==> src/rtl/fb_pkg.sv <==
`default_nettype none
// +----------------------------------------------------------------------------+
// | Package     : fb_pkg                                                       |
// | Description : Shared types and constants for the frame-buffer scan-out     |
// |               reader: default raster size, SRAM bus widths, FSM states,    |
// |               read-tag layout and the FIFO word packing helper.            |
// | Revision    : 1.0 - initial release                                        |
// +----------------------------------------------------------------------------+
package fb_pkg;

  localparam int unsigned FB_H_RES = 640;  // default pixels per line
  localparam int unsigned FB_V_RES = 480;  // default lines per frame
  localparam int unsigned SRAM_AW  = 20;   // word address width ([20:1])
  localparam int unsigned SRAM_DW  = 16;   // SRAM word / pixel width
  localparam int unsigned PIX_W    = SRAM_DW + 2;  // {sof, eol, data}

  typedef enum logic [1:0] {
    ST_IDLE  = 2'd0,
    ST_READ  = 2'd1,
    ST_DRAIN = 2'd2,
    ST_DONE  = 2'd3
  } scan_state_e;

  // Travels alongside each outstanding SRAM read until its data is captured.
  typedef struct packed {
    logic vld;
    logic sof;
    logic eol;
  } rd_tag_t;

  function automatic logic [PIX_W-1:0] pack_pixel(input logic sof,
                                                  input logic eol,
                                                  input logic [SRAM_DW-1:0] data);
    return {sof, eol, data};
  endfunction

endpackage
`default_nettype wire

==> src/rtl/scan_fifo.sv <==
`default_nettype none
// +----------------------------------------------------------------------------+
// | Module      : scan_fifo                                                    |
// | Description : Synchronous FIFO buffering captured pixels ahead of the      |
// |               valid/ready output. First-word-fall-through read port.       |
// | Revision    : 1.0 - initial release                                        |
// +----------------------------------------------------------------------------+
// | Ports                                                                      |
// |   clk      in  1       clock                                              |
// |   rst      in  1       synchronous reset, active-low                      |
// |   push_i   in  1       write din_i this cycle                             |
// |   din_i    in  WIDTH   write data                                          |
// |   pop_i    in  1       consume head entry this cycle                      |
// |   dout_o   out WIDTH   head entry                                          |
// |   empty_o  out 1       no entries held                                    |
// |   count_o  out CW      number of entries held                             |
// +----------------------------------------------------------------------------+
module scan_fifo
  import fb_pkg::*;
#(
  parameter int unsigned WIDTH = PIX_W,
  parameter int unsigned DEPTH = 4      // power of two, >= 2
) (
  input  logic                         clk,
  input  logic                         rst,
  input  logic                         push_i,
  input  logic [WIDTH-1:0]             din_i,
  input  logic                         pop_i,
  output logic [WIDTH-1:0]             dout_o,
  output logic                         empty_o,
  output logic [$clog2(DEPTH+1)-1:0]   count_o
);

  localparam int unsigned AW = $clog2(DEPTH);
  localparam int unsigned CW = $clog2(DEPTH + 1);

  logic [WIDTH-1:0] mem_q [DEPTH];
  logic [AW-1:0]    wr_ptr_q;
  logic [AW-1:0]    rd_ptr_q;
  logic [CW-1:0]    count_q;
  logic             do_push;
  logic             do_pop;

  // Upstream credit accounting already prevents overflow; the gating here
  // only keeps the pointers coherent if that contract is ever broken.
  assign do_pop  = pop_i && (count_q != '0);
  assign do_push = push_i && ((count_q != CW'(DEPTH)) || do_pop);

  always_ff @(posedge clk) begin
    if (!rst) begin
      wr_ptr_q <= '0;
      rd_ptr_q <= '0;
      count_q  <= '0;
    end else begin
      if (do_push) wr_ptr_q <= wr_ptr_q + AW'(1);
      if (do_pop)  rd_ptr_q <= rd_ptr_q + AW'(1);
      count_q <= count_q + CW'(do_push) - CW'(do_pop);
    end
  end

  // Storage carries no reset; validity is tracked by count_q alone.
  always_ff @(posedge clk) begin
    if (do_push) mem_q[wr_ptr_q] <= din_i;
  end

  assign dout_o  = mem_q[rd_ptr_q];
  assign empty_o = (count_q == '0);
  assign count_o = count_q;

endmodule
`default_nettype wire

==> src/rtl/fb_scanout_reader.sv <==
`default_nettype none
// +----------------------------------------------------------------------------+
// | Module      : fb_scanout_reader                                            |
// | Description : Reads a finished frame out of the frame-buffer SRAM in       |
// |               raster order and streams it as pixels over valid/ready.      |
// |               Never writes the SRAM.                                       |
// | Options     : define SCANOUT_CHECKSUM_EN to add o_checksum, the 16-bit     |
// |               modular sum of all pixels handed off in the current frame.   |
// | Revision    : 1.0 - initial release                                        |
// +----------------------------------------------------------------------------+
// | Ports                                                                      |
// |   clk          in  1   clock                                              |
// |   rst          in  1   synchronous reset, active-low                      |
// |   i_start      in  1   pulse: begin a frame scan (ignored unless idle)    |
// |   o_busy       out 1   scan in progress                                   |
// |   o_done       out 1   one-cycle pulse after the last pixel handshake     |
// |   o_sram_addr  out 20  SRAM word address                                  |
// |   i_sram_data  in  16  SRAM read data                                     |
// |   o_sram_oe_n  out 1   SRAM output enable, active-low                     |
// |   o_sram_we_n  out 1   SRAM write enable, held inactive                   |
// |   o_pix_valid  out 1   pixel available                                    |
// |   i_pix_ready  in  1   sink accepts pixel                                 |
// |   o_pix_data   out 16  pixel value                                        |
// |   o_pix_sof    out 1   first pixel of frame                               |
// |   o_pix_eol    out 1   last pixel of a line                               |
// |   o_checksum   out 16  frame checksum (SCANOUT_CHECKSUM_EN only)          |
// +----------------------------------------------------------------------------+
module fb_scanout_reader
  import fb_pkg::*;
#(
  parameter int unsigned        H_RES      = FB_H_RES,
  parameter int unsigned        V_RES      = FB_V_RES,
  parameter logic [SRAM_AW-1:0] BASE_ADDR  = '0,
  parameter int unsigned        READ_LAT   = 2,   // 1..4
  parameter int unsigned        FIFO_DEPTH = 4    // power of two, >= READ_LAT+1
) (
  input  logic               clk,
  input  logic               rst,
  input  logic               i_start,
  output logic               o_busy,
  output logic               o_done,
  output logic [SRAM_AW-1:0] o_sram_addr,
  input  logic [SRAM_DW-1:0] i_sram_data,
  output logic               o_sram_oe_n,
  output logic               o_sram_we_n,
  output logic               o_pix_valid,
  input  logic               i_pix_ready,
  output logic [SRAM_DW-1:0] o_pix_data,
  output logic               o_pix_sof,
  output logic               o_pix_eol
`ifdef SCANOUT_CHECKSUM_EN
  ,
  output logic [SRAM_DW-1:0] o_checksum
`endif
);

  localparam int unsigned CNT_W  = $clog2(FIFO_DEPTH + 1);
  localparam int unsigned OCC_W  = 8;
  localparam logic [15:0] X_LAST = 16'(H_RES - 1);
  localparam logic [15:0] Y_LAST = 16'(V_RES - 1);

  scan_state_e               state_q, state_d;
  logic [SRAM_AW-1:0]        idx_q;
  logic [SRAM_AW-1:0]        addr_q;
  logic [15:0]               x_q;
  logic [15:0]               y_q;
  rd_tag_t                   bus_tag_q;   // read presented on the SRAM bus now
  rd_tag_t [READ_LAT-1:0]    sr_q;        // reads waiting for their data

  logic [CNT_W-1:0]          fifo_count;
  logic                      fifo_empty;
  logic [PIX_W-1:0]          fifo_dout;
  logic [PIX_W-1:0]          fifo_din;

  logic                      start_accept;
  logic                      pop;
  logic                      push;
  logic                      issue;
  logic                      last_issue;
  logic                      credit_ok;
  logic                      drained;
  logic [OCC_W-1:0]          in_flight;
  logic [OCC_W-1:0]          occupancy;

  // --------------------------------------------------------------------------
  // Credit / issue logic
  // --------------------------------------------------------------------------
  always_comb begin
    in_flight = OCC_W'(bus_tag_q.vld);
    for (int i = 0; i < int'(READ_LAT); i++) begin
      in_flight = in_flight + OCC_W'(sr_q[i].vld);
    end
  end

  assign start_accept = (state_q == ST_IDLE) && i_start;
  assign pop          = o_pix_valid && i_pix_ready;
  assign push         = sr_q[READ_LAT-1].vld;

  // A pop this cycle frees its slot in time for a read issued now, which is
  // what lets the pipeline sustain one pixel per cycle at the default depth.
  assign occupancy  = OCC_W'(fifo_count) + in_flight - OCC_W'(pop);
  assign credit_ok  = occupancy < OCC_W'(FIFO_DEPTH);
  assign issue      = (state_q == ST_READ) && credit_ok;
  assign last_issue = issue && (x_q == X_LAST) && (y_q == Y_LAST);

  // Nothing outstanding and the FIFO empties at this edge.
  assign drained = (in_flight == '0) && (OCC_W'(fifo_count) == OCC_W'(pop));

  // --------------------------------------------------------------------------
  // FSM
  // --------------------------------------------------------------------------
  always_comb begin
    state_d = state_q;
    unique case (state_q)
      ST_IDLE:  if (i_start)    state_d = ST_READ;
      ST_READ:  if (last_issue) state_d = ST_DRAIN;
      ST_DRAIN: if (drained)    state_d = ST_DONE;
      ST_DONE:                  state_d = ST_IDLE;
      default:                  state_d = ST_IDLE;
    endcase
  end

  always_ff @(posedge clk) begin
    if (!rst) begin
      state_q   <= ST_IDLE;
      idx_q     <= '0;
      x_q       <= '0;
      y_q       <= '0;
      addr_q    <= BASE_ADDR;
      bus_tag_q <= '0;
      sr_q      <= '0;
    end else begin
      state_q   <= state_d;
      bus_tag_q <= '{vld: issue, sof: (idx_q == '0), eol: (x_q == X_LAST)};
      sr_q[0]   <= bus_tag_q;
      for (int i = 1; i < int'(READ_LAT); i++) begin
        sr_q[i] <= sr_q[i-1];
      end

      if (start_accept) begin
        idx_q <= '0;
        x_q   <= '0;
        y_q   <= '0;
      end else if (issue) begin
        addr_q <= BASE_ADDR + idx_q;
        idx_q  <= idx_q + SRAM_AW'(1);
        if (x_q == X_LAST) begin
          x_q <= '0;
          y_q <= y_q + 16'd1;
        end else begin
          x_q <= x_q + 16'd1;
        end
      end
    end
  end

  // --------------------------------------------------------------------------
  // Output buffer
  // --------------------------------------------------------------------------
  assign fifo_din = pack_pixel(sr_q[READ_LAT-1].sof, sr_q[READ_LAT-1].eol, i_sram_data);

  scan_fifo #(
    .WIDTH (PIX_W),
    .DEPTH (FIFO_DEPTH)
  ) u_fifo (
    .clk     (clk),
    .rst     (rst),
    .push_i  (push),
    .din_i   (fifo_din),
    .pop_i   (pop),
    .dout_o  (fifo_dout),
    .empty_o (fifo_empty),
    .count_o (fifo_count)
  );

  assign o_pix_valid = !fifo_empty;
  assign o_pix_sof   = fifo_dout[PIX_W-1];
  assign o_pix_eol   = fifo_dout[PIX_W-2];
  assign o_pix_data  = fifo_dout[SRAM_DW-1:0];

  assign o_busy      = (state_q == ST_READ) || (state_q == ST_DRAIN);
  assign o_done      = (state_q == ST_DONE);
  assign o_sram_addr = addr_q;
  assign o_sram_oe_n = !bus_tag_q.vld;
  assign o_sram_we_n = 1'b1;

`ifdef SCANOUT_CHECKSUM_EN
  logic [SRAM_DW-1:0] checksum_q;

  always_ff @(posedge clk) begin
    if (!rst) begin
      checksum_q <= '0;
    end else if (start_accept) begin
      checksum_q <= '0;
    end else if (pop) begin
      checksum_q <= checksum_q + o_pix_data;
    end
  end

  assign o_checksum = checksum_q;
`endif

endmodule
`default_nettype wire

==> config.mk <==
export PLATFORM = sky130hd
export DESIGN_NAME = fb_scanout_reader
export DESIGN_NICKNAME = d
export VERILOG_FILES = /design/src/rtl/fb_pkg.sv /design/src/rtl/scan_fifo.sv /design/src/rtl/fb_scanout_reader.sv
export SDC_FILE = /design/constraint.sdc
export NUM_CORES = 1
export LEC_CHECK = 0
export CELL_PAD_IN_SITES_DETAIL_PLACEMENT = 1
export CELL_PAD_IN_SITES_GLOBAL_PLACEMENT = 1
export CORE_MARGIN = 10
export CORE_UTILIZATION = 50
export DETAILED_ROUTE_END_ITERATION = 7
export PLACE_DENSITY_LB_ADDON = 0.1
export SYNTH_ARGS = -nofsm -noshare
export SYNTH_HDL_FRONTEND = slang
export SYNTH_SLANG_ARGS = --single-unit
==> constraint.sdc <==
create_clock -name clk -period 5.7 [get_ports clk]
set_input_delay 0.57 -clock clk [delete_from_list [all_inputs] [get_ports clk]]
set_output_delay 0.57 -clock clk [all_outputs]
set_load 0.01 [all_outputs]
==> results by group, run 1 <==
Outcome
  – Status: completed

Finish
  – Layout Nets: ~700
  – Fill cells: 1422
  – ANT cells: 0
  – Commonest non-fill, non-tap cell in the layout: dfxtp_1
  – Layout cells sized above 1: 9.19%
  – Final core occ: 60.2%
  – Layout area overhead: 18.7%
  – Multi-input gate area in the final layout: 2760 um2
  – Fin cells: 855
  – Commonest non-fill, non-tap cells in the layout: dfxtp_1, edfxtp_1, nand2_1
  – FF+latch area: 4000 um2

Timing
  – Final setup skew: roughly 6.9 ps
  – Final Critical Period: 4080 ps
  – RSZ-0062 raised after global routing: no
  – Setup violators final: 0
  – Hold Fails Final Rpt: 0
  – Tightest Pin Transition: 977 ps
  – Min Hold Slack: 451 ps
  – Slew Limit Fails: 0
  – Setup TNS: 0 ps
  – Fin crit share: 71.5%
  – Slew headroom: 34.9%
  – Max Clk Rate: 245 MHz

Hold path
  – Hold depth: 1
  – Hold worst-path end: sr_q[1]$_SDFF_PN0_
  – Worst Hold Launch: bus_tag_q[1]$_SDFF_PN0_
  – Hold Path Class: register to register

Synthesis
  – Synth cell types: 58
  – Synthesized instance count: around 600
  – Yosys reg bits: 164
  – Post-synth EDFFs: 72
  – Main synth FF type: dfxtp_1
  – Syn nets: 648
  – Asr flop ratio synth: 0%
  – Sequential area share after synthesis: a little under three fifths
  – Warnings, synthesis: 0
  – Syn avg cell area: 11.6 um2
  – Area of the mapped netlist: roughly 7000 um2

Critical path
  – Worst Path Max Fanout: 16
  – Reg2reg end: idx_q[14]$_SDFFE_PP0P_
  – Crit path cell chain: or3_1 > and2_1 > ha_1 > inv_1 > ha_1 > or3b_1 > a21oi_1 > o2111ai_1 > or3_2 > a21oi_1
  – Worst r2r path cells: 10
  – Slowest CP cell: a21oi_1
  – Critical path class: register to register
  – Required @ worst endpoint: slightly above 6000 ps
  – Crit path buf inv count: 1
  – CP top delay family: simple AND/OR/NAND/NOR gates
  – Critical path arrival: between 4000 and 5000 ps
  – Crit start category: register
  – R2R setup slack: 1620 ps
  – Slowest cell delay on critical path: 750 ps
  – Crit Reg-Reg Startpoint: u_fifo.count_o[1]$_SDFF_PN0_
  – Crit path capture type: register

Route
  – Drt wl/cell: 19.5 um
  – Antenna violation net count after detailed routing: 0
  – Met3 routed WL: roughly 660 um
  – Post-route DRC violation count: 0
  – Wirelength, routed: roughly 17000 um
  – Drt via density: 5.66
  – DRT Pass-1 Iters: 4
  – Vias: 4843
  – Number of DRC markers in iteration 0: 237
  – Top layer in use: met4
  – Met1 WL: approximately 7300 um
  – Met2 wire len: 8470 um

Floorplanning
  – I/O pins: 63
  – Die height: around 140 um
  – Die W: 138 um
  – Rows: 43
  – Die area: ~19000 um2
  – Initial Util: between 50 and 60%
  – CORE AREA: between 10000 and 15000 um2

Placed design
  – GP Congestion: 0.822
  – Port bufs: slightly above 60
  – Hpwl dp: 11000 um
  – DP Cell Count: 823

Global route
  – Largest net degree at the start of global routing: 44
  – Total grt overflow: 0
  – Initial antenna violation count: 0
  – Global-route wire length before repair: 28000 um
  – Vias in the first global route: ~5100
  – Gr usage total: between 15 and 20%

Power and ir drop
  – P per Cell Area: 373 nW/um2
  – Pleak: 2.70 nW
  – Peak VDD IR: 228 uV
  – Power consumption: 3.10 mW

Clock tree
  – Clk buf depth: 2
  – CTS tree: done
  – Post-CTS Setup Bufs: 0
  – Hold_buf cts: 0
  – Root buf cell: clkbuf_16
  – Clock Sinks: between 150 and 200
  – H-tree levels: 4
  – Clk_lat worst skew: roughly 430 ps
  – CTS buffer count: 17
  – Clock slew at reported path FFs: approximately 60 ps
  – Resized cells post-CTS: 0

Job
  – Max Cap Violations: 0
==> routing by layer <==
metal	track usage [%]	vias up
met5	0	-
met3	4.32	18
met1	21.6	2433
li1	-	2301
met2	30.4	91
met4	6.05	0
==> registers in the layout (all words and copies together) (netlist names), named ones only <==
register	cells
bus_tag_q	3
sr_q	3
idx_q	20
u_fifo.wr_ptr_q	2
state_q	2
x_q	16
y_q	16
push	1
u_fifo.rd_ptr_q	2
fifo_din	2
u_fifo.mem_q	72
u_fifo.count_o	3
o_sram_addr	20
==> worst max path at each step <==
stage                                 startpoint                endpoint  slack, ps  cells after the start
finish              u_fifo.count_o[1]$_SDFF_PN0_  idx_q[14]$_SDFFE_PP0P_       1620                     10
global route        u_fifo.count_o[1]$_SDFF_PN0_  idx_q[14]$_SDFFE_PP0P_       1270                     10
CTS                 u_fifo.count_o[1]$_SDFF_PN0_  idx_q[14]$_SDFFE_PP0P_       1630                     10
detailed placement                   i_pix_ready  idx_q[14]$_SDFFE_PP0P_       1300                     10
global placement                     i_pix_ready  idx_q[12]$_SDFFE_PP0P_       1490                     10
floorplan                bus_tag_q[2]$_SDFF_PN0_   idx_q[7]$_SDFFE_PP0P_       2620                     11
==> kinds of logic after synthesis <==
| kind of cell | Yosys count | share of synthesized area (%) |
|---|---|---|
| AOI/OAI and AO/OA | 109 | 10.5 |
| DFF | 164 | 57.1 |
| xor gates and xnor gates | 27 | 3.37 |
| buffers and inverters | 59 | 3.55 |
| muxes | 23 | 6.49 |
| other | 1 | 0.0535 |
| and+or+nand+nor | 203 | 15.0 |
| adders and majority gates | 21 | 3.96 |
==> synthesized netlist by cell type, drive strengths merged, types with 9 or more instances <==
master,n,area share (%)
dfxtp,92,26
edfxtp,72,31
nand2,71,3.8
inv,29,1.6
a21oi,28,2.0
nor2,28,1.5
and2,23,2.1
or3,23,2.2
o21ai,22,1.6
a21boi,21,2.2
clkbuf,20,1.1
ha,19,3.4
mux4,18,5.8
xnor2,18,2.2
nand3,12,0.86
buf,9,0.73
nor4,9,0.80
o2111ai,9,1.1
xor2,9,1.1
==> power by group <==
part	leakage (nW)	internal, mW	switching (mW)
clock	0.276	0.659	0.475
combinational	1.02	0.305	0.355
sequential	1.40	1.26	0.0438
==> area by class of cell <==
cell class,instances,share of cell area [%]
multi-input cells,384,33.2
flip-flops and latches,164,48.1
clock inverters,11,1.53
well taps,180,2.70
inverters,29,1.31
repair buffers,66,7.78
clock buffers,21,5.41
==> per-stage QoR <==
stage          worst slack [ps]  instance area, um2
6_report                   1620                8330
3_5_place_dp               1300                7750
4_1_cts                    1630                8330
5_1_grt                    1270                8330
2_1_floorplan              2620                7020
3_3_place_gp               1490                7750
Note: power is estimated with default switching activity, not from simulation.
==> inputs of run 2 (changes only) <==
- CORE_UTILIZATION: 50 -> 46
- clock period: 5.7 -> 4.1 ns (I/O delays scaled with it)
==> run 2 against run 1 <==
  * Register-to-register slack worse by 1200 ps
  * Setup slack worse by 1200 ps
  * Total power up 43%
  * Routed wire length down 6.9%
  * Highest routed layer unchanged
  * Hold slack worse by 15 ps
  * Combinational power up 39%
  * Sequential share of layout area down 0.44 points
  * Clock power up 50%
  * Maximum frequency up 12%
  * Cell count up 1.2%
  * Critical endpoint is now y_q[8]$_SDFFE_PP0P_
  * Utilization down 4.5 points
==> results by group, run 2 (synthesis results as in run 1) <==
Outcome
  – Status: completed (unchanged)

Critical path
  – Slowest cell delay on critical path: 550 ps (was 750 ps)
  – CP top delay family: simple AND/OR/NAND/NOR gates (unchanged)
  – Worst setup path startpoint: u_fifo.count_o[1]$_SDFF_PN0_ (unchanged)
  – Critical path class: register to register (unchanged)
  – Required @ worst endpoint: 4440 ps (was 6050 ps)
  – Worst r2r path cells: 10 (unchanged)
  – Worst Path Max Fanout: 12 (was 16)
  – Crit Reg-Reg Startpoint: u_fifo.count_o[1]$_SDFF_PN0_ (unchanged)
  – Slowest CP cell: or4_1 (was a21oi_1)
  – Levels on crit path: 10 (unchanged)
  – R2R setup slack: 460 ps (was 1620 ps)
  – Crit path cell chain: or3_1 > and2_1 > ha_1 > inv_1 > ha_1 > or3b_1 > a21oi_1 > o2111ai_1 > or4_1 > a21oi_1 (was or3_1 > and2_1 > ha_1 > inv_1 > ha_1 > or3b_1 > a21oi_1 > o2111ai_1 > or3_2 > a21oi_1)
  – Critical path arrival: 3980 ps (was 4420 ps)
  – Crit start category: register (unchanged)
  – Crit path capture type: register (unchanged)
  – Crit path buf inv count: 1 (unchanged)

Route
  – Post-route DRC violation count: 0 (unchanged)
  – Antenna violation net count after detailed routing: 0 (unchanged)
  – Wirelength, routed: 15500 um (was 16700 um)
  – Drt via density: 5.50 (was 5.66)
  – Vias: 4755 (was 4843)
  – Number of DRC markers in iteration 0: 240 (was 237)
  – DRT Pass-1 Iters: 5 (was 4)
  – Drt wl/cell: 18.0 um (was 19.5 um)

Clock tree
  – Clock Sinks: 164 (unchanged)
  – Post-CTS Setup Bufs: 0 (unchanged)
  – Resized cells post-CTS: 0 (unchanged)
  – Clk buf depth: 2 (unchanged)
  – Clk_lat worst skew: 430 ps (about the same)
  – Root buf cell: clkbuf_16 (unchanged)
  – Hold_buf cts: 0 (unchanged)
  – H-tree levels: 4 (unchanged)
  – Clock slew at reported path FFs: 60 ps (about the same)
  – CTS tree: done (unchanged)
  – CTS buffer count: 17 (unchanged)

Power and ir drop
  – P per Cell Area: 527 nW/um2 (was 373 nW/um2)
  – Pleak: 2.73 nW (was 2.70 nW)
  – Peak VDD IR: 308 uV (was 228 uV)

Finish
  – Commonest non-fill, non-tap cell in the layout: dfxtp_1 (unchanged)
  – Layout area overhead: 19.8% (was 18.7%)
  – Final core occ: 55.7% (was 60.2%)
  – Fill cells: 1561 (was 1422)
  – Max FFs per register: 72 (unchanged)
  – Commonest non-fill, non-tap cells in the layout: dfxtp_1, edfxtp_1, nand2_1 (unchanged)
  – Top reg by flops: u_fifo.mem_q (unchanged)
  – ANT cells: 0 (unchanged)
  – Layout Nets: 705 (was 703)
  – Layout cells sized above 1: 9.75% (was 9.19%)

Floorplanning
  – Die height: 143 um (was 138 um)
  – CORE AREA: 15100 um2 (was 13800 um2)
  – Initial Util: 46.5% (was 50.7%)
  – I/O pins: 63 (unchanged)
  – Die W: 143 um (was 138 um)
  – Die area: 20600 um2 (was 19200 um2)
  – Rows: 45 (was 43)

Timing
  – Slew headroom: 36.0% (was 34.9%)
  – Max Clk Rate: 275 MHz (was 245 MHz)
  – Final setup skew: 8.58 ps (was 6.85 ps)
  – RSZ-0062 raised after global routing: no (unchanged)
  – Tightest Pin Transition: 960 ps (was 977 ps)
  – Fin crit share: 88.8% (was 71.5%)
  – Hold Fails Final Rpt: 0 (unchanged)
  – Slew Limit Fails: 0 (unchanged)
  – Setup TNS: 0 ps (unchanged)
  – Setup violators final: 0 (unchanged)
  – Final Critical Period: 3640 ps (was 4080 ps)

Hold path
  – Hold Path Class: register to register (unchanged)
  – Hold depth: 1 (unchanged)
  – Worst Hold Launch: bus_tag_q[1]$_SDFF_PN0_ (unchanged)

Global route
  – Gr usage total: 15.8% (was 17.8%)
  – Initial antenna violation count: 0 (unchanged)
  – Largest net degree at the start of global routing: 44 (unchanged)
  – Vias in the first global route: 4989 (was 5117)
  – Total grt overflow: 0 (unchanged)
  – Global-route wire length before repair: 25900 um (was 28000 um)

Placed design
  – GP Congestion: 0.807 (was 0.822)
  – Port bufs: 61 (unchanged)
  – Hpwl dp: 10600 um (was 11000 um)

Job
  – Max Cap Violations: 0 (unchanged)
## run 2: power by group
part	leakage [nW]	switching, mW	internal [mW]
registers	1.40	0.0704	1.76
clock network	0.296	0.658	1.03
logic	1.03	0.480	0.436
total	2.73	1.21	3.22
## run 2: stage by stage
stage / cell area, um2 / setup slack (ps) / total power, mW / hold WS, ps / cells
global route: 8400 / 149 / 4.66 / 445 / 865
global placement: 7770 / 530 / 2.76 / 417 / 833
floorplan: 7020 / 1020 / 2.44 / 412 / 607
CTS: 8400 / 452 / 4.49 / 438 / 865
finish: 8400 / 461 / 4.43 / 436 / 865
detailed placement: 7770 / 333 / 2.80 / 420 / 833
## run 2: per-layer routing
layer,vias to the layer above,GRT usage [%],wire (um)
met1,2362,18.7,6930
met3,14,3.96,466
met4,0,4.78,165
li1,2317,-,-
met5,-,0,0
met2,62,27.5,7970
## run 2: area by class of cell
class / instances / area [um2] / area share, %
inverter: 29 / 109 / 1.30
timing repair buffer: 68 / 663 / 7.89
sequential: 164 / 4000 / 47.6
multi-input combinational: 384 / 2760 / 32.9
tap: 188 / 235 / 2.80
clock inverter: 13 / 198 / 2.35
clock buffer: 19 / 433 / 5.15
## run 2: worst paths after layout
path / to
setup / recovery: y_q[8]$_SDFFE_PP0P_
hold / removal: sr_q[1]$_SDFF_PN0_
setup reg to reg: y_q[8]$_SDFFE_PP0P_
hold reg to reg: sr_q[1]$_SDFF_PN0_
## run 2: worst reg2reg max path: stages (launching register included)
cell and delay, ps:
dfxtp_1 390, or3_1 450, and2_1 220, ha_1 230, inv_1 70, ha_1 120, or3b_1 410, a21oi_1 510
o2111ai_1 460, or4_1 550, a21oi_1 160
==> inputs of run 3 (changes only) <==
==> constraint.sdc (replaced) <==
create_clock -name clk -period 4.1 [get_ports clk]
set_input_delay 0.82 -clock clk [delete_from_list [all_inputs] [get_ports clk]]
set_output_delay 0.82 -clock clk [all_outputs]
set_load 0.01 [all_outputs]
==> run 3 against run 2 <==
  * Register-to-register slack better by 270 ps
  * Largest power group unchanged
  * Global-route usage is 0.37 points higher
  * Largest cell class unchanged
  * Maximum frequency is 3.0% higher
  * Combinational power rose by 2.4%
==> results by group, run 3 (synthesis results as in run 1) <==
Outcome
  – Status: completed (unchanged)

Floorplanning
  – Initial Util: 46.5% (unchanged)
  – I/O pins: 63 (unchanged)
  – Rows: 45 (unchanged)
  – Die area: 20600 um2 (unchanged)
  – Die W: 143 um (unchanged)
  – Die height: 143 um (unchanged)
  – CORE AREA: 15100 um2 (unchanged)

Critical path
  – Required @ worst endpoint: 4440 ps (about the same)
  – Crit path capture type: register (unchanged)
  – R2R setup slack: 730 ps (was 460 ps)
  – CP top delay family: simple AND/OR/NAND/NOR gates (unchanged)
  – Slowest CP cell: clkdlybuf4s50_1 (was or4_1)
  – Crit path cell chain: clkdlybuf4s50_1 > and2_1 > ha_1 > inv_1 > ha_1 > or3b_1 > a211o_2 > a21o_1 > or3_2 > a21oi_1 (was or3_1 > and2_1 > ha_1 > inv_1 > ha_1 > or3b_1 > a21oi_1 > o2111ai_1 > or4_1 > a21oi_1)
  – Crit path buf inv count: 2 (was 1)
  – Worst Path Max Fanout: 16 (was 12)
  – Worst r2r path cells: 10 (unchanged)
  – Worst setup path startpoint: i_pix_ready (was u_fifo.count_o[1]$_SDFF_PN0_)
  – Critical path class: input pin to register (was register to register)
  – Crit Reg-Reg Startpoint: bus_tag_q[2]$_SDFF_PN0_ (was u_fifo.count_o[1]$_SDFF_PN0_)
  – Reg2reg end: idx_q[7]$_SDFFE_PP0P_ (was y_q[8]$_SDFFE_PP0P_)
  – Critical path arrival: 3870 ps (was 3980 ps)
  – Slowest cell delay on critical path: 500 ps (was 550 ps)
  – Crit start category: input pin (was register)
  – Levels on crit path: 10 (unchanged)
  – Most frequent CP cell: ha_1

Global route
  – Global-route wire length before repair: 26600 um (was 25900 um)
  – Vias in the first global route: 5193 (was 4989)
  – Total grt overflow: 0 (unchanged)
  – Gr usage total: 16.2% (was 15.8%)
  – Initial antenna violation count: 0 (unchanged)
  – Largest net degree at the start of global routing: 41 (was 44)

Route
  – Antenna violation net count after detailed routing: 0 (unchanged)
  – Drt via density: 5.52 (was 5.50)
  – Wirelength, routed: 15800 um (was 15500 um)
  – Number of DRC markers in iteration 0: 166 (was 240)
  – DRT Pass-1 Iters: 4 (was 5)
  – Vias: 4808 (was 4755)
  – Drt wl/cell: 18.1 um (was 18.0 um)
  – Post-route DRC violation count: 0 (unchanged)

Finish
  – Fin cells: 871 (was 865)
  – Layout area overhead: 19.5% (was 19.8%)
  – Layout Nets: 711 (was 705)
  – Max FFs per register: 72 (unchanged)
  – Commonest non-fill, non-tap cell in the layout: dfxtp_1 (unchanged)
  – Top reg by flops: u_fifo.mem_q (unchanged)
  – ANT cells: 0 (unchanged)
  – Commonest non-fill, non-tap cells in the layout: dfxtp_1, edfxtp_1, nand2_1 (unchanged)
  – Layout cells sized above 1: 10.1% (was 9.75%)

Hold path
  – Hold Path Class: register to register (unchanged)
  – Hold worst-path end: fifo_din[16]$_SDFF_PN0_ (was sr_q[1]$_SDFF_PN0_)
  – Hold depth: 1 (unchanged)
  – Worst Hold Launch: sr_q[0]$_SDFF_PN0_ (was bus_tag_q[1]$_SDFF_PN0_)

Power and ir drop
  – Pleak: 2.73 nW (about the same)
  – Sw power: 1.20 mW (was 1.21 mW)
  – Combinational power share: 21.7% (was 20.7%)
  – Peak VDD IR: 282 uV (was 308 uV)
  – Seq pwr share: 42.4% (was 41.3%)
  – P per Cell Area: 514 nW/um2 (was 527 nW/um2)
  – Clock share of power: 35.9% (was 38.1%)
  – Internal power: 3.11 mW (was 3.22 mW)
  – Sw Ratio: 27.8% (was 27.3%)

Clock tree
  – Root buf cell: clkbuf_16 (unchanged)
  – CTS tree: done (unchanged)
  – Clock Sinks: 164 (unchanged)
  – H-tree levels: 4 (unchanged)
  – Resized cells post-CTS: 0 (unchanged)
  – Clk buf depth: 2 (unchanged)
  – Hold_buf cts: 0 (unchanged)
  – Clock slew at reported path FFs: 60 ps (about the same)
  – Clk_lat worst skew: 430 ps (about the same)
  – Post-CTS Setup Bufs: 0 (unchanged)
  – CTS buffer count: 17 (unchanged)

Timing
  – Setup TNS: 0 ps (unchanged)
  – Tightest Pin Transition: 998 ps (was 960 ps)
  – Setup violators final: 0 (unchanged)
  – RSZ-0062 raised after global routing: no (unchanged)
  – Slew headroom: 33.5% (was 36.0%)
  – Hold Fails Final Rpt: 0 (unchanged)
  – Final Critical Period: 3530 ps (was 3640 ps)
  – Max Clk Rate: 283 MHz (was 275 MHz)
  – Final setup skew: 9.05 ps (was 8.58 ps)
  – Fin crit share: 86.2% (was 88.8%)
  – Slew Limit Fails: 0 (unchanged)

Placed design
  – Hpwl dp: 10700 um (was 10600 um)
  – Port bufs: 61 (unchanged)
  – DP Cell Count: 839 (was 833)
  – GP Congestion: 0.811 (was 0.807)

Job
  – Max Cap Violations: 0 (unchanged)
-- run 3: how the worst max path moves through the flow --
stage | endpoint | slack [ps]
after CTS | idx_q[19]$_SDFFE_PP0P_ | 580
after global placement | idx_q[7]$_SDFFE_PP0P_ | 240
final | idx_q[7]$_SDFFE_PP0P_ | 570
after detailed placement | idx_q[15]$_SDFFE_PP0P_ | 150
after floorplan | idx_q[7]$_SDFFE_PP0P_ | 940
after global routing | x_q[15]$_SDFFE_PP0P_ | 370
-- run 3: final cells by class --
cell class | count | area [um2]
Clock inverter | 11 | 128
Timing Repair Buffer | 74 | 708
Inverter | 29 | 109
Clock buffer | 21 | 440
Fill cell | 1561 | 6700
Sequential cell | 164 | 4000
Multi-Input combinational cell | 384 | 2760
Tap cell | 188 | 235
-- run 3: layer usage --
metal | share of wire, % | routed length [um] | GRT usage [%] | up-vias
li1 | - | - | - | 2329
met1 | 43 | 6710 | 18.8 | 2377
met2 | 52 | 8260 | 28.5 | 78
met3 | 3.8 | 592 | 3.70 | 24
met4 | 1.2 | 191 | 5.64 | 0
met5 | 0 | 0 | 0 | -
-- run 3: worst reg2reg max path: cells and delay by family, from the launching register on --
family                   cells  cell delay, ps
AO/OA/AOI/OAI                3             980
adder cells (fa/ha/maj)      3            1010
buffers and inverters        2             120
flip-flops                   1             330
AND/OR/NAND/NOR              2             850
-- run 3: power groups by stage --
stage,registers (mW),clock network (mW),logic [mW]
2_1_floorplan,1.83,0,0.614
3_3_place_gp,1.86,0,0.917
3_5_place_dp,1.87,0,0.955
4_1_cts,1.83,1.58,0.962
5_1_grt,1.84,1.66,1.05
6_report,1.83,1.55,0.938
-- run 3: per-stage QoR --
| step | utilization [%] | area [um2] | power (mW) | worst slack [ps] | hold slack, ps |
|---|---|---|---|---|---|
| 6_report | 55.6 | 8390 | 4.31 | 567 | 434 |
| 5_1_grt | 55.6 | 8390 | 4.55 | 373 | 457 |
| 4_1_cts | 55.6 | 8390 | 4.38 | 584 | 437 |
| 3_5_place_dp | 51.8 | 7820 | 2.82 | 145 | 421 |
| 3_3_place_gp | 51.8 | 7820 | 2.78 | 236 | 417 |
| 2_1_floorplan | - | 7020 | 2.44 | 935 | 412 |
